[src/rtl/dmem_arbiter.sv]
// dmem_arbiter: shares one data-memory port between the core LSU and a DMA engine.
// Optional DMEM_ARB_PERF_EN adds stall / DMA-grant cycle counters.
`default_nettype none

module dmem_arbiter #(
  parameter int unsigned STARVE_MAX = 8
) (
  input  logic        clk,
  input  logic        reset,
  input  logic        i_c_req,
  input  logic [31:0] i_c_addr,
  input  logic        i_c_wren,
  input  logic [3:0]  i_c_be,
  input  logic [31:0] i_c_wdata,
  output logic        o_c_gnt,
  output logic        o_c_stall,
  output logic [31:0] o_c_rdata,
  output logic        o_c_rvalid,
  input  logic        i_d_req,
  input  logic [31:0] i_d_addr,
  input  logic        i_d_wren,
  input  logic [3:0]  i_d_be,
  input  logic [31:0] i_d_wdata,
  input  logic        i_d_lock,
  output logic        o_d_gnt,
  output logic [31:0] o_d_rdata,
  output logic        o_d_rvalid,
  output logic [31:0] o_m_addr,
  output logic        o_m_wren,
  output logic [3:0]  o_m_be,
  output logic [31:0] o_m_wdata,
`ifdef DMEM_ARB_PERF_EN
  output logic [31:0] o_perf_stall,
  output logic [31:0] o_perf_dgnt,
`endif
  input  logic [31:0] i_m_rdata
);

  localparam logic [7:0] STARVE_LIM = 8'(STARVE_MAX);
  localparam logic       PORT_CORE  = 1'b0;
  localparam logic       PORT_DMA   = 1'b1;

  logic       lock_q;
  logic [7:0] starve_q;
  logic [1:0] rtag_q;

  always_comb begin
    o_c_gnt = 1'b0;
    o_d_gnt = 1'b0;
    if (lock_q) begin
      o_d_gnt = i_d_req;
    end else if (i_d_req && (starve_q == STARVE_LIM)) begin
      o_d_gnt = 1'b1;
    end else if (i_c_req) begin
      o_c_gnt = 1'b1;
    end else if (i_d_req) begin
      o_d_gnt = 1'b1;
    end
  end

  assign o_c_stall = i_c_req & ~o_c_gnt;

  always_comb begin
    o_m_addr  = 32'd0;
    o_m_wren  = 1'b0;
    o_m_be    = 4'd0;
    o_m_wdata = 32'd0;
    if (o_c_gnt) begin
      o_m_addr  = i_c_addr;
      o_m_wren  = i_c_wren;
      o_m_be    = i_c_be;
      o_m_wdata = i_c_wdata;
    end else if (o_d_gnt) begin
      o_m_addr  = i_d_addr;
      o_m_wren  = i_d_wren;
      o_m_be    = i_d_be;
      o_m_wdata = i_d_wdata;
    end
  end

  always_ff @(posedge clk or negedge reset) begin
    if (!reset) begin
      lock_q   <= 1'b0;
      starve_q <= 8'd0;
      rtag_q   <= 2'b00;
    end else begin
      if (o_d_gnt || !i_d_req) begin
        starve_q <= 8'd0;
      end else if (starve_q != STARVE_LIM) begin
        starve_q <= starve_q + 8'd1;
      end

      if (o_d_gnt && i_d_lock) begin
        lock_q <= 1'b1;
      end else if (o_d_gnt || !i_d_req) begin
        lock_q <= 1'b0;
      end

      // Tag travels with the read so alternating-port reads return to the right owner.
      if (o_c_gnt && !i_c_wren) begin
        rtag_q <= {1'b1, PORT_CORE};
      end else if (o_d_gnt && !i_d_wren) begin
        rtag_q <= {1'b1, PORT_DMA};
      end else begin
        rtag_q <= 2'b00;
      end
    end
  end

  assign o_c_rvalid = rtag_q[1] & (rtag_q[0] == PORT_CORE);
  assign o_d_rvalid = rtag_q[1] & (rtag_q[0] == PORT_DMA);
  assign o_c_rdata  = o_c_rvalid ? i_m_rdata : 32'd0;
  assign o_d_rdata  = o_d_rvalid ? i_m_rdata : 32'd0;

`ifdef DMEM_ARB_PERF_EN
  logic [31:0] perf_stall_q;
  logic [31:0] perf_dgnt_q;

  always_ff @(posedge clk or negedge reset) begin
    if (!reset) begin
      perf_stall_q <= 32'd0;
      perf_dgnt_q  <= 32'd0;
    end else begin
      if (o_c_stall) perf_stall_q <= perf_stall_q + 32'd1;
      if (o_d_gnt)   perf_dgnt_q  <= perf_dgnt_q + 32'd1;
    end
  end

  assign o_perf_stall = perf_stall_q;
  assign o_perf_dgnt  = perf_dgnt_q;
`endif

endmodule

`default_nettype wire

[config.mk]
export PLATFORM = sky130hd
export DESIGN_NAME = dmem_arbiter
export DESIGN_NICKNAME = d
export VERILOG_FILES = /design/src/rtl/dmem_arbiter.sv
export SDC_FILE = /design/constraint.sdc
export NUM_CORES = 1
export LEC_CHECK = 0
export ABC_AREA = 1
export CAP_MARGIN = 20
export CORE_AREA = 3 3 122 124
export CTS_CLUSTER_DIAMETER = 60
export CTS_CLUSTER_SIZE = 40
export DETAILED_ROUTE_END_ITERATION = 10
export DIE_AREA = 0 0 125 127
export SKIP_LAST_GASP = 1
export SLEW_MARGIN = 20
export SYNTH_ARGS = -nofsm -noshare
export SYNTH_HDL_FRONTEND = slang
export SYNTH_SLANG_ARGS = --single-unit
[constraint.sdc]
create_clock -name clk -period 1.8 [get_ports clk]
set_clock_uncertainty 0.2 [all_clocks]
set_input_delay 0.36 -clock clk [delete_from_list [all_inputs] [get_ports clk]]
set_output_delay 0.36 -clock clk [all_outputs]
set_load 0.01 [all_outputs]
# [Word level (Yosys, flattened, before mapping)]
# Index checks and enable logic that the tools add are counted.
[word_totals] regBits=11 word_cells=44
[classes] reduce_logical=10 muxes=23 eq_ne=2 n_bitwise=5 addsub=1
[op_table] cell="32-bit two-way mux" n=6
[op_table] cell="8-bit two-way mux" n=2
[op_table] cell="1-bit two-way mux" n=11
[op_table] cell="8-bit by 1-bit adder with 8-bit output (second input constant)" n=1
[op_table] cell="8-bit by 4-bit == test with 1-bit output (second input constant)" n=1
[op_table] cell="4-bit two-way mux" n=2
[op_table] cell="8-bit by 4-bit != test with 1-bit output (second input constant)" n=1
[op_table] cell="1-bit logical AND" n=4
[op_table] cell="2-bit two-way mux" n=2
[op_table] cell="2-bit nonzero test" n=2
[op_table] cell="1-bit AND" n=3
[op_table] cell="1-bit zero test" n=3
[op_table] cell="1-bit NOT" n=2
[op_table] cell="1-bit logical OR" n=1

# [Longest topological paths before layout]
# Gate-level depths: netlist of run 1.
[logic_depth] word_depth=7 depth_mapped=8

# [Worst setup path after synthesis of run 1]
# OpenSTA, ideal clock, no wires.
[synth_timing] kind="register -> output" start="reg starve_q[0]" end="out o_c_stall" n_path_buf=1 path_slack_ns=-0.198 path_stages_with_launch=8 arrival_ns=1.438 path_cell_list="dfrtp_1 > inv_1 > ha_1 > nand3_1 > o21ai_2 > nand2_2 > buf_2 > nor2_1"
[synth_between] elab_chain_len=6
[synth_rtl] item="start: declaration" line="44" text="logic [7:0] starve_q;"
[synth_rtl] item="start signal: assignment" line="90" text="starve_q <= starve_q + 8'd1;"
[synth_rtl] item="8-bit by 4-bit == test with 1-bit output" line="52" text="end else if (i_d_req && (starve_q == STARVE_LIM)) begin"
[synth_rtl] item="1-bit logical AND" line="52"
[synth_rtl] item="1-bit two-way mux" line="52"
[synth_rtl] item="1-bit two-way mux" line="50" text="if (lock_q) begin"
[synth_rtl] item="named net o_c_gnt" line="15" text="output logic o_c_gnt,"
[synth_rtl] item="1-bit NOT" line="61" text="assign o_c_stall = i_c_req & ~o_c_gnt;"
[synth_rtl] item="1-bit AND" line="61"
[synth_rtl] item="end: declaration" line="16" text="output logic o_c_stall,"
# The timed path passes the listed nets, and every way through them passes these cells.

# [Worst setup path in the final report of run 1]
[layout_timing] start="reg starve_q[1]" end="out o_m_wdata[20]"
[layout_between] elab_chain_len=6
[layout_rtl] item="8-bit by 4-bit == test with 1-bit output *" line="52"
[layout_rtl] item="1-bit logical AND *" line="52"
[layout_rtl] item="1-bit two-way mux" line="52"
[layout_rtl] item="1-bit two-way mux" line="50"
[layout_rtl] item="32-bit two-way mux" line="73" text="end else if (o_d_gnt) begin"
[layout_rtl] item="32-bit two-way mux *" line="68" text="if (o_c_gnt) begin"
[layout_rtl] item="end: declaration" line="31" text="output logic [31:0] o_m_wdata,"
# Mark *: on every way between the ends. The rest lies on a longest branch, timed or not.

==> key figures, run 1 <==
Run status
  – Status: finished, violations left
  – Failing checks: setup timing

Place
  – Placed wire-length estimate: 10,600 µm
  – GPL Wtd Cong: 0.797
  – Placed insts: between 800 and 900
  – IO Port Bufs: around 310
  – Placed Area: 5480 µm²

Worst setup path
  – CP max stage delay: 380 ps
  – CP Buf/Inv Count: 5
  – Crit-path max FO: 6
  – CP max stage cell: dfrtp_1
  – R2r worst-path depth: 10
  – Reg-to-Reg Start: starve_q[1]
  – Startpoint types: register
  – Top cell family by delay on the critical path: buffers and inverters
  – CP Class: register to primary output
  – Most common cell on crit path: nand2_1
  – CP arrival: ~1900 ps
  – Crit path required time: 1240 ps
  – Reg2Reg Capture Point: lock_q
  – R2r setup slk: -50 ps
  – Worst path cell trace: inv_2, ha_4, nand3_4, o21ai_4, buf_12, nand2_8, buf_4, buf_6, nand2_1, nand2_1, dlymetal6s2s_1
  – CP Capture Type: primary output

Detailed routing
  – # DRC: 0
  – Routed via count: 3,818
  – Antenna-violating nets left: 0
  – DRT Pass-1 Iters: 4
  – Routed wire length: 14,600 µm
  – Vias per cell: 4.08
  – WL per Instance: 15.6 µm
  – Starting DRT DRC Count: 174

Final layout
  – Fillers: between 1,000 and 1,500
  – Ratio of cells with drive above 1 in the final layout: 0.313
  – FF+latch area: roughly 280 µm²
  – Final net count: ~930
  – P&R area growth vs syn: 203%
  – Fin area: 5870 µm²
  – Ant diodes: 0
  – Most common cell after layout, fill and taps aside: clkdlybuf4s50_1
  – Commonest cells after routing, fill and taps aside: clkdlybuf4s50_1 (172), nand2_1 (122), nand3_1 (72), clkbuf_2 (55), nor2_1 (52)
  – Post-Layout Cell Count: 936
  – Multi-input logic area: 1610 µm²

Synthesis
  – Xor/xnor share of the synthesized area: 0.00905
  – Cells after synthesis: 410
  – Syn nets: 587
  – Syn Area/Cell: approximately 4.7 µm²
  – Library cells used by synthesis: 16
  – Syn. warnings: 0
  – Largest family of logic cells by synthesized area: simple AND/OR/NAND/NOR gates
  – Synth Register Bits: 11
  – Synth Area in Compound Gates: 0.0168
  – Adder-Cell Fraction of Synth Area: 0.0129
  – Post-synth EDFFs: 0
  – Ys async rst share: 1.00
  – Post-Synth Simple-Gate Area: 0.659
  – Sequential area share after synthesis: 0.142
  – Primary FF master, synth: dfrtp_1
  – Mux contribution to synthesized area: 0
  – Synthesized cell area: 1940 µm²

STA
  – Final min period: 2470 ps
  – Fmax: 405 MHz
  – Final number of hold-violating endpoints: 0
  – Endpoints failing setup: 106
  – Final slew viol count: 0
  – Final WS setup: -671 ps
  – Slew headroom: 0.669
  – Fin crit share: 1.37
  – Worst Tran Pin Value: 494 ps
  – Unrepaired setup endpoints after global routing: true

Clocking
  – H-Tree Depth: 1
  – TritonCTS clock tree: yes
  – Buffer levels on the longest clock path: 2
  – Worst skew pair latency: 240 ps
  – Reg clk slew, reported paths: 40 ps
  – Cts hold-fix bufs: 0
  – # clock sinks: 11
  – Total CTS buffers: 3
  – CTS root buf: clkbuf_16

Die
  – Die height: about 130 µm
  – Die area: 15,900 µm²
  – Initial Util: 0.139
  – Core area: between 10,000 and 15,000 µm²
  – Ports: 313
  – Row count: 43
  – Width of the die: approximately 130 µm

Pwr
  – Design Power: 2.15 mW
  – Worst VDD drop: 0.000264 V
  – Pleak: approximately 3.6 nW
  – Pwr per Cell Area: 366 nW/µm²

Hold path
  – Worst Hold Class: input port to async pin

Global route
  – Initial antenna violation count: 0
  – Vias in the first global route: 3,514
  – First-pass GRT wire length: approximately 19,000 µm
  – Largest net degree at the start of global routing: 40
  – Tot GR Track Use: 0.148
  – Total grt overflow: 0

Flow run
  – Max Cap Violations: 0
## report_power, final
group	switching, mW	total, mW	internal [mW]
clock network	0.109	0.402	0.294
logic	0.653	1.48	0.832
registers	0.00571	0.260	0.255
## sequential cells by signal (all words and copies together) (netlist names)
register and count:
rtag_q 2, starve_q 8, lock_q 1
## cell families after synthesis
group                    count (synthesis)
AND/OR/NAND/NOR                        313
buffers and inverters                   78
flip-flops                              11
AO/OA/AOI/OAI                            4
XOR/XNOR                                 2
adder cells (fa/ha/maj)                  2
## worst reg2reg max path: stages (launching register included)
cell and delay (ps):
dfrtp_1 380, inv_2 70, ha_4 140, nand3_4 70
o21ai_4 210, buf_12 160, buf_6 130, buf_6 130
nand2_1 70, buf_4 140, nor2_2 70
## repair_timing
action                                  CTS  global route
buffers inserted                          0            20
endpoints found under the setup margin  140           140
pin swaps                                 0            12
gates resized for setup                   4           364
gates cloned                              0            13
## Yosys cell counts, types with 2 or more instances
cell type	number	area (µm²)
dfrtp_1	11	275
buf_2	14	70.1
nand2_1	155	582
nand3_1	74	370
nor2_1	81	304
inv_1	50	188
ha_1	2	25.0
clkbuf_1	14	52.6
o21bai_1	2	15.0
## how the worst max path moves through the flow
stage / from / to / slack (ps) / cells past startpoint
2_1_floorplan: starve_q[0] / o_m_addr[16] / -60 / 8
3_3_place_gp: i_c_req / o_m_wdata[8] / -1090 / 9
3_5_place_dp: i_c_req / o_m_wdata[8] / -1140 / 9
4_1_cts: starve_q[0] / o_c_stall / -990 / 8
5_1_grt: starve_q[1] / o_m_wdata[20] / -740 / 11
6_report: starve_q[1] / o_m_wdata[20] / -670 / 11
## layout make-up
cell class / count / share of cell area
timing repair buffer: 369 / 0.595
clock buffer: 3 / 0.0128
tap: 180 / 0.0384
inverter: 50 / 0.0324
sequential: 11 / 0.0469
multi-input combinational: 322 / 0.274
clock inverter: 1 / 0.000853
## routing by layer
| layer | routed length (µm) | up-vias | part of all wire | GRT usage |
|---|---|---|---|---|
| li1 | - | 1933 | - | - |
| met1 | 5990 | 1655 | 0.41 | 0.180 |
| met2 | 7290 | 216 | 0.50 | 0.269 |
| met3 | 1160 | 14 | 0.079 | 0.0360 |
| met4 | 206 | 0 | 0.014 | 0.0236 |
| met5 | 0 | - | 0 | 0 |
## stage by stage
step | hold WS (ps) | setup TNS, ps | utilization | setup slack, ps
6_report | 258 | -48240 | 0.423 | -671
5_1_grt | 289 | -56470 | 0.423 | -743
4_1_cts | 276 | -92130 | 0.402 | -985
3_5_place_dp | 322 | -96770 | 0.395 | -1140
3_3_place_gp | 318 | -93320 | 0.395 | -1090
2_1_floorplan | -136 | -4350 | - | -64.6
No activity file was read; power rests on OpenSTA's default activity.
==> run 2: changes to the inputs <==
- CTS_BUF_LIST: unset -> sky130_fd_sc_hd__clkbuf_16
==> results of run 2 <==
Final layout, timing and power as in run 1 (identical DEF).
